===== src/rtl/fp_to_int_seq_converter.sv =====
// fp_to_int_seq_converter
// Multi-cycle float-to-signed-integer converter. A float {sign, exp, man}
// is classified, shifted one bit per cycle to integer alignment, rounded
// with one of four modes and saturated into a signed INT_W result.
//
// Ports
//   clk, reset          : rising-edge clock, synchronous active-high reset
//   in_valid / in_ready : operand handshake; in_ready is high only in IDLE
//   x, round_mode       : operand and rounding mode, captured on accept
//                         (00 RTZ, 01 RNE, 10 toward +inf, 11 toward -inf)
//   out_valid/out_ready : result handshake; result held until accepted
//   r                   : signed result
//   negative, zero, overflow, inf, nan, subnormal, inexact : result flags
module fp_to_int_seq_converter #(
  parameter int EXP_W = 5,
  parameter int MAN_W = 10,
  parameter int INT_W = 16
) (
  input  logic                   clk,
  input  logic                   reset,
  input  logic                   in_valid,
  output logic                   in_ready,
  input  logic [EXP_W+MAN_W:0]   x,
  input  logic [1:0]             round_mode,
  output logic                   out_valid,
  input  logic                   out_ready,
  output logic [INT_W-1:0]       r,
  output logic                   negative,
  output logic                   zero,
  output logic                   overflow,
  output logic                   inf,
  output logic                   nan,
  output logic                   subnormal,
  output logic                   inexact
);

  localparam int BIAS  = (1 << (EXP_W - 1)) - 1;
  localparam int SIG_W = INT_W + 2;
  localparam int N_W   = $clog2(INT_W + MAN_W + 2);
  localparam logic [INT_W-1:0] MAX_POS = {1'b0, {(INT_W-1){1'b1}}};
  localparam logic [INT_W-1:0] MIN_NEG = {1'b1, {(INT_W-1){1'b0}}};
  localparam logic [N_W-1:0]   N_ONE   = {{(N_W-1){1'b0}}, 1'b1};

  typedef enum logic [2:0] {
    IDLE     = 3'd0,
    CLASSIFY = 3'd1,
    SHIFT    = 3'd2,
    ROUND    = 3'd3,
    DONE     = 3'd4
  } state_t;

  state_t             state_r;
  logic               sign_r;
  logic [EXP_W-1:0]   exp_r;
  logic [MAN_W-1:0]   man_r;
  logic [1:0]         mode_r;
  logic [SIG_W-1:0]   sig_r;
  logic               guard_r;
  logic               sticky_r;
  logic [N_W-1:0]     n_r;
  logic               left_r;
  logic               sat_r;
  logic               inf_r;
  logic               nan_r;
  logic               sub_r;

  int                 e_s;
  logic [SIG_W-1:0]   cls_sig_s;
  logic               cls_guard_s;
  logic               cls_sticky_s;
  logic [N_W-1:0]     cls_n_s;
  logic               cls_left_s;
  logic               cls_sat_s;
  logic               cls_inf_s;
  logic               cls_nan_s;
  logic               cls_sub_s;

  logic               inc_s;
  logic [SIG_W-1:0]   mag_s;
  logic [INT_W-1:0]   res_s;
  logic               ovf_s;
  logic               inexact_s;

  // Classification of the latched operand: initial significand, guard/sticky and shift plan.
  always_comb begin
    e_s          = int'({1'b0, exp_r}) - BIAS;
    cls_sig_s    = {SIG_W{1'b0}};
    cls_guard_s  = 1'b0;
    cls_sticky_s = 1'b0;
    cls_n_s      = {N_W{1'b0}};
    cls_left_s   = 1'b0;
    cls_sat_s    = 1'b0;
    cls_inf_s    = 1'b0;
    cls_nan_s    = 1'b0;
    cls_sub_s    = 1'b0;
    if (exp_r == {EXP_W{1'b0}}) begin
      if (man_r == {MAN_W{1'b0}}) begin
        cls_sig_s = {SIG_W{1'b0}};
      end else begin
        // Subnormal: magnitude strictly inside (0,1), only sticky survives.
        cls_sub_s    = 1'b1;
        cls_sticky_s = 1'b1;
      end
    end else if (exp_r == {EXP_W{1'b1}}) begin
      cls_sat_s = 1'b1;
      if (man_r == {MAN_W{1'b0}}) begin
        cls_inf_s = 1'b1;
      end else begin
        cls_nan_s = 1'b1;
      end
    end else if (e_s >= INT_W - 1) begin
      // -2^(INT_W-1) is the one representable value at this exponent.
      if ((e_s == INT_W - 1) && (man_r == {MAN_W{1'b0}}) && sign_r) begin
        cls_sig_s = {2'b00, MIN_NEG};
      end else begin
        cls_sat_s = 1'b1;
      end
    end else if (e_s == -32'sd1) begin
      cls_guard_s  = 1'b1;
      cls_sticky_s = |man_r;
    end else if (e_s < -32'sd1) begin
      cls_sticky_s = 1'b1;
    end else begin
      cls_sig_s = {{(SIG_W-MAN_W-1){1'b0}}, 1'b1, man_r};
      if (e_s > MAN_W) begin
        cls_left_s = 1'b1;
        cls_n_s    = N_W'(e_s - MAN_W);
      end else if (e_s < MAN_W) begin
        cls_n_s    = N_W'(MAN_W - e_s);
      end else begin
        cls_n_s    = {N_W{1'b0}};
      end
    end
  end

  // Rounding increment, saturation and final signed result.
  always_comb begin
    case (mode_r)
      2'b00:   inc_s = 1'b0;
      2'b01:   inc_s = guard_r & (sticky_r | sig_r[0]);
      2'b10:   inc_s = ~sign_r & (guard_r | sticky_r);
      2'b11:   inc_s = sign_r & (guard_r | sticky_r);
      default: inc_s = 1'b0;
    endcase
    mag_s = sig_r + {{(SIG_W-1){1'b0}}, inc_s};
    res_s = {INT_W{1'b0}};
    ovf_s = 1'b0;
    if (sat_r) begin
      ovf_s = 1'b1;
      res_s = (sign_r && !nan_r) ? MIN_NEG : MAX_POS;
    end else if ((mag_s > {2'b00, MAX_POS}) && !(sign_r && (mag_s == {2'b00, MIN_NEG}))) begin
      ovf_s = 1'b1;
      res_s = sign_r ? MIN_NEG : MAX_POS;
    end else begin
      res_s = sign_r ? -mag_s[INT_W-1:0] : mag_s[INT_W-1:0];
    end
    inexact_s = (guard_r | sticky_r) & ~ovf_s;
  end

  // Control FSM with registered handshake, result and flag outputs.
  always_ff @(posedge clk) begin
    if (reset) begin
      state_r   <= IDLE;
      in_ready  <= 1'b1;
      out_valid <= 1'b0;
      r         <= {INT_W{1'b0}};
      negative  <= 1'b0;
      zero      <= 1'b0;
      overflow  <= 1'b0;
      inf       <= 1'b0;
      nan       <= 1'b0;
      subnormal <= 1'b0;
      inexact   <= 1'b0;
      sign_r    <= 1'b0;
      exp_r     <= {EXP_W{1'b0}};
      man_r     <= {MAN_W{1'b0}};
      mode_r    <= 2'b00;
      sig_r     <= {SIG_W{1'b0}};
      guard_r   <= 1'b0;
      sticky_r  <= 1'b0;
      n_r       <= {N_W{1'b0}};
      left_r    <= 1'b0;
      sat_r     <= 1'b0;
      inf_r     <= 1'b0;
      nan_r     <= 1'b0;
      sub_r     <= 1'b0;
    end else begin
      case (state_r)
        IDLE: begin
          if (in_valid && in_ready) begin
            sign_r   <= x[EXP_W+MAN_W];
            exp_r    <= x[EXP_W+MAN_W-1:MAN_W];
            man_r    <= x[MAN_W-1:0];
            mode_r   <= round_mode;
            in_ready <= 1'b0;
            state_r  <= CLASSIFY;
          end
        end
        CLASSIFY: begin
          sig_r    <= cls_sig_s;
          guard_r  <= cls_guard_s;
          sticky_r <= cls_sticky_s;
          n_r      <= cls_n_s;
          left_r   <= cls_left_s;
          sat_r    <= cls_sat_s;
          inf_r    <= cls_inf_s;
          nan_r    <= cls_nan_s;
          sub_r    <= cls_sub_s;
          state_r  <= (cls_n_s != {N_W{1'b0}}) ? SHIFT : ROUND;
        end
        SHIFT: begin
          if (left_r) begin
            sig_r <= {sig_r[SIG_W-2:0], 1'b0};
          end else begin
            // Shifted-out bit becomes guard; the previous guard folds into sticky.
            sig_r    <= {1'b0, sig_r[SIG_W-1:1]};
            guard_r  <= sig_r[0];
            sticky_r <= sticky_r | guard_r;
          end
          n_r <= n_r - N_ONE;
          if (n_r == N_ONE) begin
            state_r <= ROUND;
          end
        end
        ROUND: begin
          r         <= res_s;
          negative  <= res_s[INT_W-1];
          zero      <= (res_s == {INT_W{1'b0}});
          overflow  <= ovf_s;
          inf       <= inf_r;
          nan       <= nan_r;
          subnormal <= sub_r;
          inexact   <= inexact_s;
          state_r   <= DONE;
        end
        DONE: begin
          // out_valid rises one cycle after entering DONE, then waits for out_ready.
          if (!out_valid) begin
            out_valid <= 1'b1;
          end else if (out_ready) begin
            out_valid <= 1'b0;
            in_ready  <= 1'b1;
            state_r   <= IDLE;
          end
        end
        default: begin
          state_r   <= IDLE;
          in_ready  <= 1'b1;
          out_valid <= 1'b0;
        end
      endcase
    end
  end

endmodule


===== config.mk =====
export PLATFORM = sky130hd
export DESIGN_NAME = fp_to_int_seq_converter
export DESIGN_NICKNAME = d
export VERILOG_FILES = /design/src/rtl/fp_to_int_seq_converter.sv
export SDC_FILE = /design/constraint.sdc
export NUM_CORES = 1
export LEC_CHECK = 0
export ABC_AREA = 1
export BUFFER_PORTS_ARGS = -buffer_cell sky130_fd_sc_hd__buf_4
export CAP_MARGIN = 0
export CELL_PAD_IN_SITES_DETAIL_PLACEMENT = 1
export CELL_PAD_IN_SITES_GLOBAL_PLACEMENT = 2
export CORE_MARGIN = 2
export CORE_UTILIZATION = 33
export CTS_CLUSTER_DIAMETER = 50
export DETAILED_ROUTE_END_ITERATION = 12
export GPL_TIMING_DRIVEN = 0
export PLACE_DENSITY = 0.85
export RECOVER_POWER = 50
export REMOVE_ABC_BUFFERS = 1
export SLEW_MARGIN = 10
export SYNTH_ARGS = -nofsm -noshare
export SYNTH_HDL_FRONTEND = slang
export SYNTH_SLANG_ARGS = --single-unit
export TNS_END_PERCENT = 100

===== constraint.sdc =====
create_clock -name clk -period 4.5 [get_ports clk]
set_input_delay 0.675 -clock clk [delete_from_list [all_inputs] [get_ports clk]]
set_output_delay 0.675 -clock clk [all_outputs]
set_load 0.01 [all_outputs]

==> report_table.html, run 1 <==
<table>
<tr><th>Metric</th><th>Value</th></tr>
<tr><th colspan="2">Run status</th></tr>
<tr><td>Status</td><td>finished, violations left</td></tr>
<tr><td>Violated checks</td><td>capacitance limit, slew limit</td></tr>
<tr><th colspan="2">Logic synthesis</th></tr>
<tr><td>Async set-or-reset flop fraction in the synthesized netlist</td><td>0%</td></tr>
<tr><td>Mean instance size in the synthesized netlist</td><td>6.704 um2</td></tr>
<tr><td>Yosys cell types</td><td>46</td></tr>
<tr><td>Post-synthesis cell area</td><td>4961 um2</td></tr>
<tr><td>Yosys warns</td><td>0</td></tr>
<tr><td>Cell count after synthesis</td><td>740</td></tr>
<tr><td>Number of enable flip-flop cells after synthesis</td><td>0</td></tr>
<tr><td>Flip-flop and latch count after synthesis</td><td>75</td></tr>
<tr><td>Prevailing post-synth register cell</td><td>sky130_fd_sc_hd__dfxtp_1</td></tr>
<tr><td>Register area share after synthesis</td><td>30.26%</td></tr>
<tr><th colspan="2">Detailed routing</th></tr>
<tr><td>Count of nets left with antenna violations after detail routing</td><td>0</td></tr>
<tr><td>Initial drt markers</td><td>244</td></tr>
<tr><td>Number of vias in the routed layout</td><td>4856</td></tr>
<tr><td>Post-detailed-route wirelength per cell</td><td>14.71 um</td></tr>
<tr><td>Total wirelength of the detailed-routed design</td><td>14170 um</td></tr>
<tr><td>Average vias per placed instance</td><td>5.043</td></tr>
<tr><td>Number of design rule violations left after detail routing</td><td>0</td></tr>
<tr><td>Length of the first detailed-routing pass in iterations</td><td>4</td></tr>
<tr><th colspan="2">Die</th></tr>
<tr><td>Total I/O pin count</td><td>47</td></tr>
<tr><td>Die outline width</td><td>126.6 um</td></tr>
<tr><td>Full die area</td><td>16030 um2</td></tr>
<tr><td>Initial Util</td><td>34.01%</td></tr>
<tr><td>Chip Height</td><td>126.6 um</td></tr>
<tr><td>Number of placement rows</td><td>44</td></tr>
<tr><td>Core Box Area</td><td>14590 um2</td></tr>
<tr><th colspan="2">Clock network</th></tr>
<tr><td>CTS buffer count</td><td>9</td></tr>
<tr><td>Number of hold buffers added after CTS</td><td>0</td></tr>
<tr><td>Clk slew on worst S/H paths</td><td>0.06 ns</td></tr>
<tr><td>Count of clock tree sinks</td><td>75</td></tr>
<tr><td>Clock H-tree levels</td><td>3</td></tr>
<tr><td>Root Buffer Master</td><td>sky130_fd_sc_hd__clkbuf_16</td></tr>
<tr><td>Clock tree from TritonCTS</td><td>done</td></tr>
<tr><td>Clock Latency Late Sink</td><td>0.35 ns</td></tr>
<tr><td>Maximum clock path buffer count</td><td>2</td></tr>
<tr><td>Postcts setup bufs</td><td>0</td></tr>
<tr><td>Number of gates given a new drive strength after cts</td><td>0</td></tr>
<tr><th colspan="2">Cells and area</th></tr>
<tr><td>Ant diodes</td><td>0</td></tr>
<tr><td>Core occupancy in the finished layout</td><td>38.64%</td></tr>
<tr><td>Growth of design area from synthesis to finish</td><td>13.62%</td></tr>
<tr><td>Share of final-layout standard cells stronger than drive strength 1</td><td>11.68%</td></tr>
<tr><td>Commonest non-fill, non-tap cell in the layout</td><td>sky130_fd_sc_hd__nand2_1</td></tr>
<tr><td>Highest-count cells in the layout ignoring fill and taps</td><td>sky130_fd_sc_hd__nand2_1, sky130_fd_sc_hd__inv_1, sky130_fd_sc_hd__dfxtp_1, sky130_fd_sc_hd__nor2_1</td></tr>
<tr><td>Number of nets in the finished design</td><td>811</td></tr>
<tr><th colspan="2">Critical path</th></tr>
<tr><td>Beginning of the worst register-to-register path</td><td>sign_r</td></tr>
<tr><td>Category of the worst setup path capture point</td><td>register</td></tr>
<tr><td>Required time reported for the critical path endpoint</td><td>4.73 ns</td></tr>
<tr><td>Library cell contributing the largest single delay on the critical path</td><td>sky130_fd_sc_hd__dfxtp_1</td></tr>
<tr><td>Cell breakdown of the critical path</td><td>clkinv_1, a31oi_1, a21oi_1, ha_1, inv_1, nand2_1, nand2_1, ha_1, nand2_1, nor2_4, nand3_4, nor2_8, nand3_4, nand2_8, nand2_8, o21ai_0, nand2_1, nand2_1, inv_1, nand4_1, a21oi_1</td></tr>
<tr><td>Arrival time at the worst endpoint</td><td>4.20 ns</td></tr>
<tr><td>Crit path buf inv count</td><td>3</td></tr>
<tr><td>Maximum cell stage delay along the critical path</td><td>0.79 ns</td></tr>
<tr><td>Crit Path Category</td><td>reg -&gt; reg</td></tr>
<tr><td>Cell repeated most along the worst path</td><td>sky130_fd_sc_hd__nand2_1</td></tr>
<tr><td>Capture point of the worst reg-to-reg path</td><td>zero</td></tr>
<tr><td>Depth of the most critical reg-to-reg path</td><td>21</td></tr>
<tr><td>Setup slack of the most critical reg-to-reg path</td><td>0.53 ns</td></tr>
<tr><td>Kind of cell adding the most delay to the critical path</td><td>simple AND/OR/NAND/NOR gates</td></tr>
<tr><td>Largest fanout on the critical path</td><td>21</td></tr>
<tr><td>Element type at the critical path start</td><td>register</td></tr>
<tr><th colspan="2">Job</th></tr>
<tr><td>Max Cap Violations</td><td>1</td></tr>
<tr><th colspan="2">STA</th></tr>
<tr><td>Transition time at the pin with the least slew margin</td><td>2.488 ns</td></tr>
<tr><td>Fin crit period</td><td>3.974 ns</td></tr>
<tr><td>Portion of the clock cycle consumed by the worst path in the final layout</td><td>88.32%</td></tr>
<tr><td>Pins Over Slew Limit</td><td>29</td></tr>
<tr><td>Maximum achievable frequency</td><td>251.6 MHz</td></tr>
<tr><td>Minimum setup slack in the final design</td><td>0.5256 ns</td></tr>
<tr><td>Setup TNS</td><td>0 ns</td></tr>
<tr><td>Post-route clock skew</td><td>0.008994 ns</td></tr>
<tr><td>RSZ-0062 raised after global routing</td><td>no</td></tr>
<tr><td>Fin. Hold Viols</td><td>0</td></tr>
<tr><td>Hold Worst Slack</td><td>0.4601 ns</td></tr>
<tr><td>Setup violation total in the final timing report</td><td>0</td></tr>
<tr><td>Worst max-slew margin expressed relative to the limit</td><td>-67.14%</td></tr>
<tr><th colspan="2">Global routing</th></tr>
<tr><td>First-pass GRT wire length</td><td>24250 um</td></tr>
<tr><td>Largest net degree at the start of global routing</td><td>45</td></tr>
<tr><td>Global router's overall resource usage</td><td>18.44%</td></tr>
<tr><td>Global route overflow</td><td>0</td></tr>
<tr><td>Antenna violations before repair</td><td>0</td></tr>
<tr><td>Vias in the first global route</td><td>5044</td></tr>
<tr><th colspan="2">Power</th></tr>
<tr><td>Static Leakage</td><td>2.526 nW</td></tr>
<tr><td>IR Drop Worst-Case VDD</td><td>0.1946 mV</td></tr>
<tr><td>Power per standard cell area</td><td>552.2 nW/um2</td></tr>
<tr><th colspan="2">Placement</th></tr>
<tr><td>Post-Place Worst Slack</td><td>0.5807 ns</td></tr>
<tr><td>Gp weighted congestion</td><td>0.8203</td></tr>
<tr><td>HPWL Detailed</td><td>10860 um</td></tr>
<tr><td>Number of I/O port buffers</td><td>46</td></tr>
<tr><th colspan="2">Worst hold path</th></tr>
<tr><td>Destination of the worst hold path</td><td>sig_r[5]</td></tr>
<tr><td>Hold path startpoint</td><td>man_r[5]</td></tr>
<tr><td>Kind of path behind the tightest hold check</td><td>reg -&gt; reg</td></tr>
<tr><td>Worst hold path cell count</td><td>2</td></tr>
</table>
-- worst max-delay path by stage --
stage                 from  endpoint  depth (start not counted)
finish              sign_r      zero                         21
global route        sign_r      zero                         21
CTS                 sign_r      zero                         21
detailed placement  sign_r      zero                         21
global placement    sign_r      zero                         21
floorplan           sign_r      zero                         22
-- synthesized netlist by cell type (5+ instances only) --
cell type                  instances  area [um2]
sky130_fd_sc_hd__a21oi_1          55       275.3
sky130_fd_sc_hd__a31oi_1          13       81.33
sky130_fd_sc_hd__a41oi_1           5       43.79
sky130_fd_sc_hd__clkbuf_1         15       56.30
sky130_fd_sc_hd__dfxtp_1          75        1501
sky130_fd_sc_hd__ha_1             15       187.7
sky130_fd_sc_hd__inv_1            82       307.8
sky130_fd_sc_hd__nand2_1         196       735.7
sky130_fd_sc_hd__nand2_2          17       106.4
sky130_fd_sc_hd__nand3_1          52       260.3
sky130_fd_sc_hd__nand3b_1          6       45.04
sky130_fd_sc_hd__nand4_1          12       75.07
sky130_fd_sc_hd__nor2_1           56       210.2
sky130_fd_sc_hd__nor2_4            7       78.83
sky130_fd_sc_hd__nor2_8            5       100.1
sky130_fd_sc_hd__nor3_1            5       25.02
sky130_fd_sc_hd__o21ai_0          55       275.3
sky130_fd_sc_hd__xor2_1            8       70.07
-- registers in the layout, summed over array words and instances (netlist names), 2 cells and up --
register / flops
mode_r: 2
n_r: 5
man_r: 10
sig_r: 18
r: 16
state_r: 3
exp_r: 5
-- report_power, final --
part,internal (mW),switching [mW]
clock,0.503,0.312
sequential,0.806,0.127
combinational,0.448,0.917
-- worst reg2reg max path, cell delays in order (launching register included) --
cell	delay (ns)
sky130_fd_sc_hd__dfxtp_1	0.79
sky130_fd_sc_hd__clkinv_1	0.54
sky130_fd_sc_hd__a31oi_1	0.30
sky130_fd_sc_hd__a21oi_1	0.09
sky130_fd_sc_hd__ha_1	0.25
sky130_fd_sc_hd__inv_1	0.07
sky130_fd_sc_hd__nand2_1	0.05
sky130_fd_sc_hd__nand2_1	0.12
sky130_fd_sc_hd__ha_1	0.19
sky130_fd_sc_hd__nand2_1	0.09
sky130_fd_sc_hd__nor2_4	0.14
sky130_fd_sc_hd__nand3_4	0.11
sky130_fd_sc_hd__nor2_8	0.13
sky130_fd_sc_hd__nand3_4	0.11
sky130_fd_sc_hd__nand2_8	0.12
sky130_fd_sc_hd__nand2_8	0.08
sky130_fd_sc_hd__o21ai_0	0.26
sky130_fd_sc_hd__nand2_1	0.14
sky130_fd_sc_hd__nand2_1	0.09
sky130_fd_sc_hd__inv_1	0.04
sky130_fd_sc_hd__nand4_1	0.09
sky130_fd_sc_hd__a21oi_1	0.07
-- logic make-up (layout without fill, tap and decap cells) --
group | count (synthesis) | in the layout | share of synthesized area [%]
simple gates | 380 | 380 | 38.21
buf+inv | 112 | 151 | 9.205
flops | 75 | 75 | 30.26
fa+ha+maj | 15 | 15 | 3.783
xor+xnor | 11 | 11 | 2.094
compound gates | 147 | 147 | 16.44
-- area by class of cell --
class                           instances  area [um2]
Fill cell                            1873        8952
Multi-Input combinational cell        553        2993
Sequential cell                        75        1501
Inverter                               89       334.1
Timing Repair Buffer                   46       251.5
Clock buffer                           11       242.7
Tap cell                              184       230.2
Clock inverter                          5       83.83
-- metal layers --
layer	part of all wire [%]	track usage (%)	wire length, um	vias to the layer above
li1	-	-	-	2487
met1	47	23.31	6726	2299
met2	48	32.02	6797	54
met3	2.8	3.163	402	16
met4	1.7	5.688	240	0
met5	0	0	0	-
-- metrics by stage --
stage	total power [mW]	cell area [um2]	cells
3_5_place_dp	2.360	5414	947
6_report	3.113	5637	963
4_1_cts	3.193	5741	963
5_1_grt	3.386	5637	963
2_1_floorplan	1.931	4838	717
3_3_place_gp	2.307	5414	947
(Power assumes the default switching activity.)
==> inputs of run 2 (changes only) <==
Settings changed: GPL_TIMING_DRIVEN 0 to unset.
==> run 2 against run 1 <==
  * The run still ends with capacitance limit, slew limit left
  * Fmax up 13%
  * Worst hold slack improved by 0.0054 ns
  * Routed wire length is 4.5% higher
  * Die area stayed put
  * Design area rose by 0.29%
  * Power is 0.24% higher
  * Cell count increased by 0.62%
==> report_table.html, run 2 (same netlist as run 1, synthesis figures left out) <==
<table>
<tr><th>Metric</th><th>Value</th></tr>
<tr><th colspan="2">Critical path</th></tr>
<tr><td>Kind of cell adding the most delay to the critical path</td><td>simple AND/OR/NAND/NOR gates</td></tr>
<tr><td>Worst setup path start</td><td>sign_r</td></tr>
<tr><td>Library cell contributing the largest single delay on the critical path</td><td>sky130_fd_sc_hd__clkinv_1</td></tr>
<tr><td>Beginning of the worst register-to-register path</td><td>sign_r</td></tr>
<tr><td>Depth of the most critical reg-to-reg path</td><td>22 (+4.8%)</td></tr>
<tr><td>Required time reported for the critical path endpoint</td><td>4.68 ns (-0.05 ns)</td></tr>
<tr><td>Crit Path Category</td><td>reg -&gt; reg</td></tr>
<tr><td>Largest fanout on the critical path</td><td>21 (unchanged)</td></tr>
<tr><td>Setup slack of the most critical reg-to-reg path</td><td>0.98 ns (+0.46 ns)</td></tr>
<tr><td>Critical Path End</td><td>zero</td></tr>
<tr><td>Critical Path Stages</td><td>22 (+4.8%)</td></tr>
<tr><td>Cell breakdown of the critical path</td><td>buf_4, clkinv_1, a31oi_1, a21oi_1, ha_1, inv_1, nand2_1, nand2_1, ha_1, nand2_1, nor2_4, nand3_4, nor2_8, nand3_4, nand2_8, nand2_8, o21ai_0, nand2_1, nand2_1, inv_1, nand4_1, a21oi_1</td></tr>
<tr><td>Maximum cell stage delay along the critical path</td><td>0.34 ns (-0.45 ns)</td></tr>
<tr><td>Crit path buf inv count</td><td>4 (+1)</td></tr>
<tr><td>Capture point of the worst reg-to-reg path</td><td>zero</td></tr>
<tr><td>Arrival time at the worst endpoint</td><td>3.69 ns (-0.51 ns)</td></tr>
<tr><td>Element type at the critical path start</td><td>register</td></tr>
<tr><td>Cell repeated most along the worst path</td><td>sky130_fd_sc_hd__nand2_1</td></tr>
<tr><td>Category of the worst setup path capture point</td><td>register</td></tr>
<tr><th colspan="2">Die</th></tr>
<tr><td>Core Box Area</td><td>14590 um2 (unchanged)</td></tr>
<tr><td>Initial Util</td><td>34.01% (unchanged)</td></tr>
<tr><td>Chip Height</td><td>126.6 um (unchanged)</td></tr>
<tr><td>Die outline width</td><td>126.6 um (unchanged)</td></tr>
<tr><td>Full die area</td><td>16030 um2 (unchanged)</td></tr>
<tr><td>Number of placement rows</td><td>44 (unchanged)</td></tr>
<tr><td>Total I/O pin count</td><td>47 (unchanged)</td></tr>
<tr><th colspan="2">Placement</th></tr>
<tr><td>Total placed instance area</td><td>5459 um2 (+0.83%)</td></tr>
<tr><td>HPWL Detailed</td><td>11570 um (+6.5%)</td></tr>
<tr><td>Number of I/O port buffers</td><td>46 (unchanged)</td></tr>
<tr><td>Gp weighted congestion</td><td>0.8342 (+1.7%)</td></tr>
<tr><th colspan="2">Global routing</th></tr>
<tr><td>Global router's overall resource usage</td><td>19.31% (+0.87 points)</td></tr>
<tr><td>Vias in the first global route</td><td>5098 (+1.1%)</td></tr>
<tr><td>Largest net degree at the start of global routing</td><td>35 (-22%)</td></tr>
<tr><td>Antenna violations before repair</td><td>0 (unchanged)</td></tr>
<tr><td>First-pass GRT wire length</td><td>25270 um (+4.2%)</td></tr>
<tr><td>Global route overflow</td><td>0 (unchanged)</td></tr>
<tr><th colspan="2">Worst hold path</th></tr>
<tr><td>Worst hold path cell count</td><td>2 (unchanged)</td></tr>
<tr><td>Kind of path behind the tightest hold check</td><td>reg -&gt; reg</td></tr>
<tr><th colspan="2">STA</th></tr>
<tr><td>Setup violation total in the final timing report</td><td>0 (unchanged)</td></tr>
<tr><td>Portion of the clock cycle consumed by the worst path in the final layout</td><td>78.19% (-10 points)</td></tr>
<tr><td>Maximum achievable frequency</td><td>284.2 MHz (+13%)</td></tr>
<tr><td>RSZ-0062 raised after global routing</td><td>no</td></tr>
<tr><td>Post-route clock skew</td><td>0.01237 ns (+0.003378 ns)</td></tr>
<tr><td>Fin. Hold Viols</td><td>0 (unchanged)</td></tr>
<tr><td>Transition time at the pin with the least slew margin</td><td>1.512 ns (-0.9755 ns)</td></tr>
<tr><td>Setup TNS</td><td>0 ns (unchanged)</td></tr>
<tr><td>Worst max-slew margin expressed relative to the limit</td><td>-0.8304% (+66 points)</td></tr>
<tr><td>Fin crit period</td><td>3.519 ns (-0.4557 ns)</td></tr>
<tr><td>Pins Over Slew Limit</td><td>32 (+10%)</td></tr>
<tr><th colspan="2">Cells and area</th></tr>
<tr><td>Growth of design area from synthesis to finish</td><td>13.95%</td></tr>
<tr><td>Commonest non-fill, non-tap cell in the layout</td><td>sky130_fd_sc_hd__nand2_1</td></tr>
<tr><td>Post-route cell area</td><td>5653 um2 (+0.29%)</td></tr>
<tr><td>Highest-count cells in the layout ignoring fill and taps</td><td>sky130_fd_sc_hd__nand2_1, sky130_fd_sc_hd__inv_1, sky130_fd_sc_hd__dfxtp_1, sky130_fd_sc_hd__nor2_1</td></tr>
<tr><td>Register with the highest flop count</td><td>sig_r</td></tr>
<tr><td>Number of nets in the finished design</td><td>817 (+0.74%)</td></tr>
<tr><td>Share of final-layout standard cells stronger than drive strength 1</td><td>12.10% (+0.42 points)</td></tr>
<tr><td>Ant diodes</td><td>0 (unchanged)</td></tr>
<tr><td>Largest registers</td><td>sig_r: 18 flops, r: 16 flops, man_r: 10 flops</td></tr>
<tr><td>Largest register FFs</td><td>18 (unchanged)</td></tr>
<tr><th colspan="2">Clock network</th></tr>
<tr><td>Root Buffer Master</td><td>sky130_fd_sc_hd__clkbuf_16</td></tr>
<tr><td>Clk slew on worst S/H paths</td><td>0.06 ns (about the same)</td></tr>
<tr><td>Clock H-tree levels</td><td>3 (unchanged)</td></tr>
<tr><td>CTS buffer count</td><td>9 (unchanged)</td></tr>
<tr><td>Count of clock tree sinks</td><td>75 (unchanged)</td></tr>
<tr><td>Number of gates given a new drive strength after cts</td><td>0 (unchanged)</td></tr>
<tr><td>Number of hold buffers added after CTS</td><td>0 (unchanged)</td></tr>
<tr><td>Maximum clock path buffer count</td><td>2 (unchanged)</td></tr>
<tr><td>Postcts setup bufs</td><td>0 (unchanged)</td></tr>
<tr><td>Clock Latency Late Sink</td><td>0.36 ns (about the same)</td></tr>
<tr><td>Clock tree from TritonCTS</td><td>done</td></tr>
<tr><th colspan="2">Power</th></tr>
<tr><td>Static Leakage</td><td>2.535 nW (+0.37%)</td></tr>
<tr><td>Power per standard cell area</td><td>551.9 nW/um2 (about the same)</td></tr>
<tr><td>IR Drop Worst-Case VDD</td><td>0.2368 mV (+22%)</td></tr>
<tr><th colspan="2">Detailed routing</th></tr>
<tr><td>Initial drt markers</td><td>187 (-23%)</td></tr>
<tr><td>Number of vias in the routed layout</td><td>4945 (+1.8%)</td></tr>
<tr><td>Post-detailed-route wirelength per cell</td><td>15.28 um (+3.9%)</td></tr>
<tr><td>Count of nets left with antenna violations after detail routing</td><td>0 (unchanged)</td></tr>
<tr><td>Average vias per placed instance</td><td>5.103 (+1.2%)</td></tr>
<tr><td>Total wirelength of the detailed-routed design</td><td>14810 um (+4.5%)</td></tr>
<tr><td>Length of the first detailed-routing pass in iterations</td><td>5 (+1)</td></tr>
<tr><td>Number of design rule violations left after detail routing</td><td>0 (unchanged)</td></tr>
<tr><th colspan="2">Run status</th></tr>
<tr><td>Violated checks</td><td>capacitance limit, slew limit</td></tr>
<tr><td>Status</td><td>finished, violations left</td></tr>
<tr><th colspan="2">Job</th></tr>
<tr><td>Max Cap Violations</td><td>1 (unchanged)</td></tr>
</table>
[run 2: final cells by class]
| type | count | area, um2 |
|---|---|---|
| tap | 184 | 230.2 |
| clock inverter | 6 | 70.07 |
| timing repair buffer | 52 | 285.3 |
| fill | 1890 | 8936 |
| inverter | 89 | 334.1 |
| multi-input combinational | 553 | 2993 |
| clock buffer | 10 | 239.0 |
| sequential | 75 | 1501 |
[run 2: report_power, final]
| group | switching [mW] | internal, mW |
|---|---|---|
| logic | 0.968 | 0.463 |
| clock network | 0.321 | 0.449 |
| registers | 0.115 | 0.806 |
| total | 1.40 | 1.72 |
[run 2: worst reg2reg max path, delay by kind of cell, from the launching register on]
kind / cells / cell delay [ns]
simple gates: 12 / 1.26
compound gates: 4 / 0.66
buf+inv: 4 / 0.68
flops: 1 / 0.31
fa+ha+maj: 2 / 0.43
[run 2: worst min-delay path by stage]
stage	start	slack, ns	to
after floorplan	man_r[2]	0.43	sig_r[2]
after global placement	man_r[5]	0.45	sig_r[5]
after detailed placement	man_r[2]	0.46	sig_r[2]
after CTS	man_r[2]	0.47	sig_r[2]
after global routing	man_r[5]	0.50	man_r[5]
final	man_r[5]	0.47	sig_r[5]
[run 2: through the flow]
step | util (%) | total power, mW | instances | hold WS, ns | setup slack, ns
2_1_floorplan | - | 1.931 | 717 | 0.4343 | 1.407
3_3_place_gp | 37.42 | 2.337 | 953 | 0.4518 | 1.231
3_5_place_dp | 37.42 | 2.400 | 953 | 0.4586 | 1.092
4_1_cts | 39.54 | 3.185 | 969 | 0.4674 | 0.9929
5_1_grt | 38.75 | 3.380 | 969 | 0.4987 | 0.6305
6_report | 38.75 | 3.120 | 969 | 0.4655 | 0.9813
[run 2: routing by layer]
layer	vias up	GRT usage [%]	part of all wire [%]
met1	2352	24.93	48
met5	-	0	0
met3	22	3.163	2.5
met2	63	32.68	48
met4	0	6.658	2.0
li1	2508	-	-
